===== src/rtl/imem_arb_pkg.sv =====
// Shared types and constants for the two-client internal-memory arbiter.
// Optional build macro used by the top level: IMEM_ARB_STATS_EN.
package imem_arb_pkg;

    localparam logic       CMD_READ  = 1'b1;
    localparam logic       CMD_WRITE = 1'b0;
    localparam logic       CLIENT_A  = 1'b0;
    localparam logic       CLIENT_B  = 1'b1;
    localparam logic [7:0] BE_NONE   = 8'hFF;

    typedef struct packed {
        logic        cmd;
        logic [15:0] addr;
        logic [7:0]  be;
        logic [63:0] data;
    } imem_req_t;

    // Reads never write, so they go out with every byte disabled (active-low).
    function automatic logic [7:0] issue_be(input imem_req_t req);
        return (req.cmd == CMD_READ) ? BE_NONE : req.be;
    endfunction

endpackage


===== src/rtl/imem_req_buffer.sv =====
// One-entry request holding register for a single arbiter client.
// Load wins over drain so a granted entry can be refilled at the same edge.
module imem_req_buffer
    import imem_arb_pkg::*;
#(
    parameter int TagWidth = 20
) (
    input  logic                CLK,
    input  logic                RESETn,
    input  logic                i_load,
    input  logic                i_drain,
    input  logic                i_cmd,
    input  logic [15:0]         i_addr,
    input  logic [7:0]          i_be,
    input  logic [63:0]         i_data,
    input  logic [TagWidth-1:0] i_tag,
    output logic                o_valid,
    output logic                o_cmd,
    output logic [15:0]         o_addr,
    output logic [7:0]          o_be,
    output logic [63:0]         o_data,
    output logic [TagWidth-1:0] o_tag
);

    logic                r_valid;
    imem_req_t           r_req;
    logic [TagWidth-1:0] r_tag;

    // Occupancy: set on load, cleared when drained without a refill.
    always_ff @(posedge CLK or negedge RESETn) begin
        if (!RESETn) begin
            r_valid <= 1'b0;
        end else if (i_load) begin
            r_valid <= 1'b1;
        end else if (i_drain) begin
            r_valid <= 1'b0;
        end
    end

    // Payload capture on every accepted request.
    always_ff @(posedge CLK or negedge RESETn) begin
        if (!RESETn) begin
            r_req <= '0;
            r_tag <= '0;
        end else if (i_load) begin
            r_req <= '{cmd: i_cmd, addr: i_addr, be: i_be, data: i_data};
            r_tag <= i_tag;
        end
    end

    assign o_valid = r_valid;
    assign o_cmd   = r_req.cmd;
    assign o_addr  = r_req.addr;
    assign o_be    = r_req.be;
    assign o_data  = r_req.data;
    assign o_tag   = r_tag;

endmodule


===== src/rtl/imem_port_arbiter.sv =====
// Two-client round-robin front end for the 64-bit internal memory port.
// Client ID travels in the MSB of the memory tag and steers read responses.
// Build macro IMEM_ARB_STATS_EN adds GRANTA/GRANTB/CONFLICTS counters.
module imem_port_arbiter
    import imem_arb_pkg::*;
#(
    parameter int TagWidth = 20
) (
    input  logic                CLK,
    input  logic                RESETn,
    input  logic                AACT,
    input  logic                ACMD,
    input  logic [15:0]         AADDR,
    input  logic [7:0]          ABE,
    input  logic [63:0]         ADI,
    input  logic [TagWidth-1:0] ATAG,
    output logic                ANEXT,
    output logic                ADRDY,
    output logic [63:0]         ADO,
    output logic [TagWidth-1:0] ATO,
    input  logic                BACT,
    input  logic                BCMD,
    input  logic [15:0]         BADDR,
    input  logic [7:0]          BBE,
    input  logic [63:0]         BDI,
    input  logic [TagWidth-1:0] BTAG,
    output logic                BNEXT,
    output logic                BDRDY,
    output logic [63:0]         BDO,
    output logic [TagWidth-1:0] BTO,
    output logic                MACT,
    output logic                MCMD,
    output logic [15:0]         MADDR,
    output logic [7:0]          MBE,
    output logic [63:0]         MDI,
    output logic [TagWidth:0]   MTI,
    input  logic                MDRDY,
    input  logic [63:0]         MDO,
    input  logic [TagWidth:0]   MTO
`ifdef IMEM_ARB_STATS_EN
    ,
    output logic [31:0]         GRANTA,
    output logic [31:0]         GRANTB,
    output logic [31:0]         CONFLICTS
`endif
);

    logic                w_valid_a, w_valid_b;
    logic                w_cmd_a, w_cmd_b;
    logic [15:0]         w_addr_a, w_addr_b;
    logic [7:0]          w_be_a, w_be_b;
    logic [63:0]         w_data_a, w_data_b;
    logic [TagWidth-1:0] w_tag_a, w_tag_b;
    imem_req_t           w_req_a, w_req_b;

    logic                w_grant_a, w_grant_b, w_grant_any, w_conflict;
    logic                w_load_a, w_load_b;
    imem_req_t           w_sel_req;
    logic [TagWidth-1:0] w_sel_tag;
    logic                w_sel_id;
    logic                w_rsp_valid, w_rsp_a, w_rsp_b;

    logic                r_ptr;
    logic                r_flush;
    logic                r_mact, r_mcmd;
    logic [15:0]         r_maddr;
    logic [7:0]          r_mbe;
    logic [63:0]         r_mdi;
    logic [TagWidth:0]   r_mti;
    logic                r_adrdy, r_bdrdy;
    logic [63:0]         r_ado, r_bdo;
    logic [TagWidth-1:0] r_ato, r_bto;

    imem_req_buffer #(.TagWidth(TagWidth)) u_buf_a (
        .CLK     (CLK),
        .RESETn  (RESETn),
        .i_load  (w_load_a),
        .i_drain (w_grant_a),
        .i_cmd   (ACMD),
        .i_addr  (AADDR),
        .i_be    (ABE),
        .i_data  (ADI),
        .i_tag   (ATAG),
        .o_valid (w_valid_a),
        .o_cmd   (w_cmd_a),
        .o_addr  (w_addr_a),
        .o_be    (w_be_a),
        .o_data  (w_data_a),
        .o_tag   (w_tag_a)
    );

    imem_req_buffer #(.TagWidth(TagWidth)) u_buf_b (
        .CLK     (CLK),
        .RESETn  (RESETn),
        .i_load  (w_load_b),
        .i_drain (w_grant_b),
        .i_cmd   (BCMD),
        .i_addr  (BADDR),
        .i_be    (BBE),
        .i_data  (BDI),
        .i_tag   (BTAG),
        .o_valid (w_valid_b),
        .o_cmd   (w_cmd_b),
        .o_addr  (w_addr_b),
        .o_be    (w_be_b),
        .o_data  (w_data_b),
        .o_tag   (w_tag_b)
    );

    assign w_req_a = '{cmd: w_cmd_a, addr: w_addr_a, be: w_be_a, data: w_data_a};
    assign w_req_b = '{cmd: w_cmd_b, addr: w_addr_b, be: w_be_b, data: w_data_b};

    // Round-robin grant: the pointer only matters when both buffers hold a request.
    assign w_conflict  = w_valid_a & w_valid_b;
    assign w_grant_a   = w_valid_a & (~w_valid_b | (r_ptr == CLIENT_A));
    assign w_grant_b   = w_valid_b & (~w_valid_a | (r_ptr == CLIENT_B));
    assign w_grant_any = w_grant_a | w_grant_b;

    // Valid/ready handshake: a request transfers on any rising edge where
    // xACT and xNEXT are both high; xNEXT depends only on buffer state.
    assign ANEXT    = ~w_valid_a | w_grant_a;
    assign BNEXT    = ~w_valid_b | w_grant_b;
    assign w_load_a = AACT & ANEXT;
    assign w_load_b = BACT & BNEXT;

    // Select the granted buffer's request for the issue register.
    always_comb begin
        w_sel_req = w_req_a;
        w_sel_tag = w_tag_a;
        w_sel_id  = CLIENT_A;
        if (w_grant_b) begin
            w_sel_req = w_req_b;
            w_sel_tag = w_tag_b;
            w_sel_id  = CLIENT_B;
        end
    end

    // Pointer hands priority to the loser after every conflict.
    always_ff @(posedge CLK or negedge RESETn) begin
        if (!RESETn) begin
            r_ptr <= CLIENT_A;
        end else if (w_conflict) begin
            r_ptr <= ~r_ptr;
        end
    end

    // Issue register: one-cycle strobe per grant; address/data hold when idle.
    always_ff @(posedge CLK or negedge RESETn) begin
        if (!RESETn) begin
            r_mact  <= 1'b0;
            r_mcmd  <= 1'b0;
            r_maddr <= '0;
            r_mbe   <= BE_NONE;
            r_mdi   <= '0;
            r_mti   <= '0;
        end else begin
            r_mact <= w_grant_any;
            if (w_grant_any) begin
                r_mcmd  <= w_sel_req.cmd;
                r_maddr <= w_sel_req.addr;
                r_mbe   <= issue_be(w_sel_req);
                r_mdi   <= w_sel_req.data;
                r_mti   <= {w_sel_id, w_sel_tag};
            end
        end
    end

    // The memory is not reset, so its first post-reset MDRDY is untrusted.
    always_ff @(posedge CLK or negedge RESETn) begin
        if (!RESETn) begin
            r_flush <= 1'b1;
        end else begin
            r_flush <= 1'b0;
        end
    end

    assign w_rsp_valid = MDRDY & ~r_flush;
    assign w_rsp_a     = w_rsp_valid & (MTO[TagWidth] == CLIENT_A);
    assign w_rsp_b     = w_rsp_valid & (MTO[TagWidth] == CLIENT_B);

    // Response routing: strobe for one cycle, data/tag hold between responses.
    always_ff @(posedge CLK or negedge RESETn) begin
        if (!RESETn) begin
            r_adrdy <= 1'b0;
            r_bdrdy <= 1'b0;
            r_ado   <= '0;
            r_bdo   <= '0;
            r_ato   <= '0;
            r_bto   <= '0;
        end else begin
            r_adrdy <= w_rsp_a;
            r_bdrdy <= w_rsp_b;
            if (w_rsp_a) begin
                r_ado <= MDO;
                r_ato <= MTO[TagWidth-1:0];
            end
            if (w_rsp_b) begin
                r_bdo <= MDO;
                r_bto <= MTO[TagWidth-1:0];
            end
        end
    end

    assign MACT  = r_mact;
    assign MCMD  = r_mcmd;
    assign MADDR = r_maddr;
    assign MBE   = r_mbe;
    assign MDI   = r_mdi;
    assign MTI   = r_mti;
    assign ADRDY = r_adrdy;
    assign ADO   = r_ado;
    assign ATO   = r_ato;
    assign BDRDY = r_bdrdy;
    assign BDO   = r_bdo;
    assign BTO   = r_bto;

`ifdef IMEM_ARB_STATS_EN
    logic [31:0] r_granta, r_grantb, r_conflicts;

    // Free-running wrap-around grant and conflict counters.
    always_ff @(posedge CLK or negedge RESETn) begin
        if (!RESETn) begin
            r_granta    <= '0;
            r_grantb    <= '0;
            r_conflicts <= '0;
        end else begin
            if (w_grant_a)  r_granta    <= r_granta + 32'd1;
            if (w_grant_b)  r_grantb    <= r_grantb + 32'd1;
            if (w_conflict) r_conflicts <= r_conflicts + 32'd1;
        end
    end

    assign GRANTA    = r_granta;
    assign GRANTB    = r_grantb;
    assign CONFLICTS = r_conflicts;
`endif

endmodule


===== config.mk =====
export PLATFORM = sky130hd
export DESIGN_NAME = imem_port_arbiter
export DESIGN_NICKNAME = d
export VERILOG_FILES = /design/src/rtl/imem_arb_pkg.sv /design/src/rtl/imem_req_buffer.sv /design/src/rtl/imem_port_arbiter.sv
export SDC_FILE = /design/constraint.sdc
export NUM_CORES = 1
export LEC_CHECK = 0
export BUFFER_PORTS_ARGS = -buffer_cell sky130_fd_sc_hd__buf_4
export CAP_MARGIN = 20
export CORE_AREA = 4 4 230 232
export DETAILED_ROUTE_END_ITERATION = 7
export DIE_AREA = 0 0 234 236
export RECOVER_POWER = 25
export SLEW_MARGIN = 20
export SYNTH_ARGS = -nofsm -noshare
export SYNTH_HDL_FRONTEND = slang
export SYNTH_SLANG_ARGS = --single-unit

===== constraint.sdc =====
create_clock -name CLK -period 2.7 [get_ports CLK]
set_input_delay 0.135 -clock CLK [delete_from_list [all_inputs] [get_ports CLK]]
set_output_delay 0.135 -clock CLK [all_outputs]
set_load 0.1 [all_outputs]

==> flow_summary_export.csv <==
group,metric,value,unit
grt,grtUsageTotal,22.4,%
route,postRouteAntennaNets,0,
sta,drv_slew,0,
synthesis,synth_area,19400,um2
layout,layout.nets,2442,
synthesis,ys_ff_latch,503,
sta,skew,0.0152,ns
status,status,"completed",
synthesis,synth_nets,1532,
critical_path,path_max_fanout,41,
layout,fin_area,29600,um2
clocking,cts_tree,"done",
critical_path,r2r_setup_slack,0.61,ns
grt,grt_pass1_vias,15535,
grt,grt-ovfl-total,0,
route,drt_iter0_markers,410,
critical_path,critPathLaunchType,"flop",
clocking,cts_buffer_depth,3,
clocking,clkSlewWorstSetupHoldPaths,0.06,ns
grt,grt_max_degree,78,
clocking,cts_resized,0,
synthesis,synth_edf_count,0,
sta,slew_headroom,15.8,%
route,drc,0,
critical_path,end_kind,"flop",
sta,setup_tns,0,ns
route,first_pass_iters,4,
clocking,h-tree-depth,2,
floorplanning,dieArea,55200,um2
floorplanning,core_area,51000,um2
synthesis,synth_area_leaders,"dfrtp_1, mux2_2, o22a_1",
critical_path,worstPathCellList,"nand3b_2, nand2_4, buf_12, mux2_2",
grt,antenna_found_initial,7,
sta,min_period,2.09,ns
clocking,cts.sinks,503,
sta,max_freq,479,MHz
floorplanning,ioPinCount,591,
clocking,clkLatencyLatePin,0.58,ns
min_path,hp-class,"in -> async",
placement,dp_hpwl,44.4,mm
route,vias,14013,
critical_path,arrival,2.56,ns
floorplanning,die-height,236,um
placement,port_buffers,590,
power_and_ir_drop,finalPower,0.0362,W
placement,placed_cell_area,24800,um2
clocking,postCtsSetupRepairBufs,0,
grt,grt_pass1_wl,95.1,mm
sta,hold_viol,0,
layout,area_delta_synth_final,52.7,%
critical_path,crit_required,3.17,ns
synthesis,async_reset_ff_share,100,%
route,post_drt_via_cell_ratio,4.90,
synthesis,synth.largest_area_cell,"dfrtp_1",
synthesis,syn_avg_cell_area,15.8,um2
synthesis,synth_flop_cell,"dfrtp_1",
sta,setup_violations,0,
synthesis,syn_inst,1224,
synthesis,synthTopCellsByCount,"dfrtp_1, mux2_2, o21a_1, o22a_1, buf_2",
critical_path,path_class,"reg -> reg",
sta,worstMarginPinSlew,1.26,ns
placement,place_congestion,0.827,
synthesis,seq_area_frac_synth,65.0,%
power_and_ir_drop,p_leak,13.1,nW
floorplanning,start_util,38.0,%
flow_run,maxCapViolCount,0,
floorplanning,die_w,234,um
layout,drive_above_1_share,50.6,%
critical_path,critPathSlowestCell,"dfrtp_1",
synthesis,synth_cell_types,32,
floorplanning,rows,83,
route,wl_per_cell,22.0,um
clocking,root_buffer,"clkbuf_16",
critical_path,slowest_delay,0.57,ns
route,wirelength,63.0,mm
sta,rsz0062_at_grt,"no",
sta,fin_crit_sh,77.4,%
synthesis,yosysTopAreaCellShare,63.8,%
power_and_ir_drop,ir_worst_vdd,1.03,mV
power_and_ir_drop,power_density,1220,nW/um2
clocking,cts_buffers,53,
synthesis,yosysWarnings,0,
synthesis,yosysMostFrequentCell,"dfrtp_1",
clocking,ctsHoldBuffers,305,
-- area by class of cell --
cell class / instances / area (um2)
Sequential cell: 503 / 12600
Clock buffer: 75 / 1560
Tap cell: 680 / 851
Fill cell: 4091 / 21400
Antenna cell: 6 / 15.0
Multi-Input combinational cell: 638 / 6330
Clock inverter: 20 / 259
Timing Repair Buffer: 933 / 7950
Inverter: 5 / 18.8
-- cells by family after synthesis --
kind of cell | synth area share (%)
other | 0.0194
buffers and inverters | 2.49
and+or+nand+nor | 0.594
muxes | 22.5
AOI/OAI and AO/OA | 9.38
DFF | 65.0
-- routing by layer --
layer  global-route usage [%]  wire length [um]  share of wire (%)  up-vias
li1                         -                 -                  -     6298
met1                     26.3             24100                 38     7131
met2                     38.0             31000                 49      459
met3                     7.52              5490                8.7      123
met4                     8.50              2400                3.8        2
met5                        0                13              0.021        -
-- critical path, delay by kind of cell (launching register included) --
family | cells | cell delay (ns)
mux | 1 | 0.37
flops | 1 | 0.57
buf+inv | 1 | 0.29
simple gates | 2 | 0.67
-- registers in the layout, summed over array words and instances, names as in the netlist, 20 cells and up --
signal and cells:
ADO 64, BDO 64, MDI 64, u_buf_a.o_data 64, u_buf_b.o_data 64, MTI 21
ATO 20, BTO 20, u_buf_a.o_tag 20, u_buf_b.o_tag 20
-- where the power goes --
| part | internal [W] | switching [W] |
|---|---|---|
| Combinational | 0.00453 | 0.0130 |
| Sequential | 0.00978 | 0.00132 |
| Clock | 0.00458 | 0.00299 |
-- placed cells by master (no fill, tap or decap), types with 8 or more instances in the layout --
| cell | Yosys | layout |
|---|---|---|
| buf_4 | 2 | 600 |
| dfstp_2 | 9 | 9 |
| mux2_2 | 376 | 376 |
| nor2_1 | 10 | 10 |
| dfrtp_1 | 494 | 494 |
| buf_12 | 0 | 17 |
| clkbuf_8 | 0 | 11 |
| clkbuf_16 | 0 | 55 |
| o21ai_0 | 10 | 10 |
| a31oi_1 | 9 | 9 |
| clkinv_2 | 0 | 11 |
| o22a_1 | 99 | 99 |
| o21a_1 | 99 | 99 |
| dlygate4sd3_1 | 0 | 305 |
| clkbuf_1 | 10 | 16 |
| o211ai_1 | 8 | 8 |
| mux2_1 | 11 | 11 |
-- metrics by stage --
| stage | setup slack, ns | utilization (%) | hold slack (ns) | instances |
|---|---|---|---|---|
| final | 0.611 | 58.0 | 0.0641 | 2860 |
| after global routing | 0.500 | 58.0 | 0.0529 | 2859 |
| after CTS | 0.620 | 58.1 | 0.0162 | 2854 |
| after detailed placement | 0.648 | 48.6 | 0.153 | 2454 |
| after global placement | 0.668 | 48.6 | 0.148 | 2454 |
| after floorplan | 0.205 | - | -0.161 | 1224 |
-- path summary, 6_finish.rpt --
path	cells after the start	start	endpoint
max in group asynchronous	4	RESETn	MADDR[0]
min in group CLK	3	MTO[20]	ADRDY
setup / recovery	4	r_ptr	u_buf_b.o_addr[8]
hold reg to reg	1	u_buf_b.o_data[4]	MDI[4]
setup reg to reg	4	r_ptr	u_buf_b.o_addr[8]
hold / removal	2	RESETn	u_buf_a.o_data[29]
Note: power is estimated with default switching activity, not from simulation.
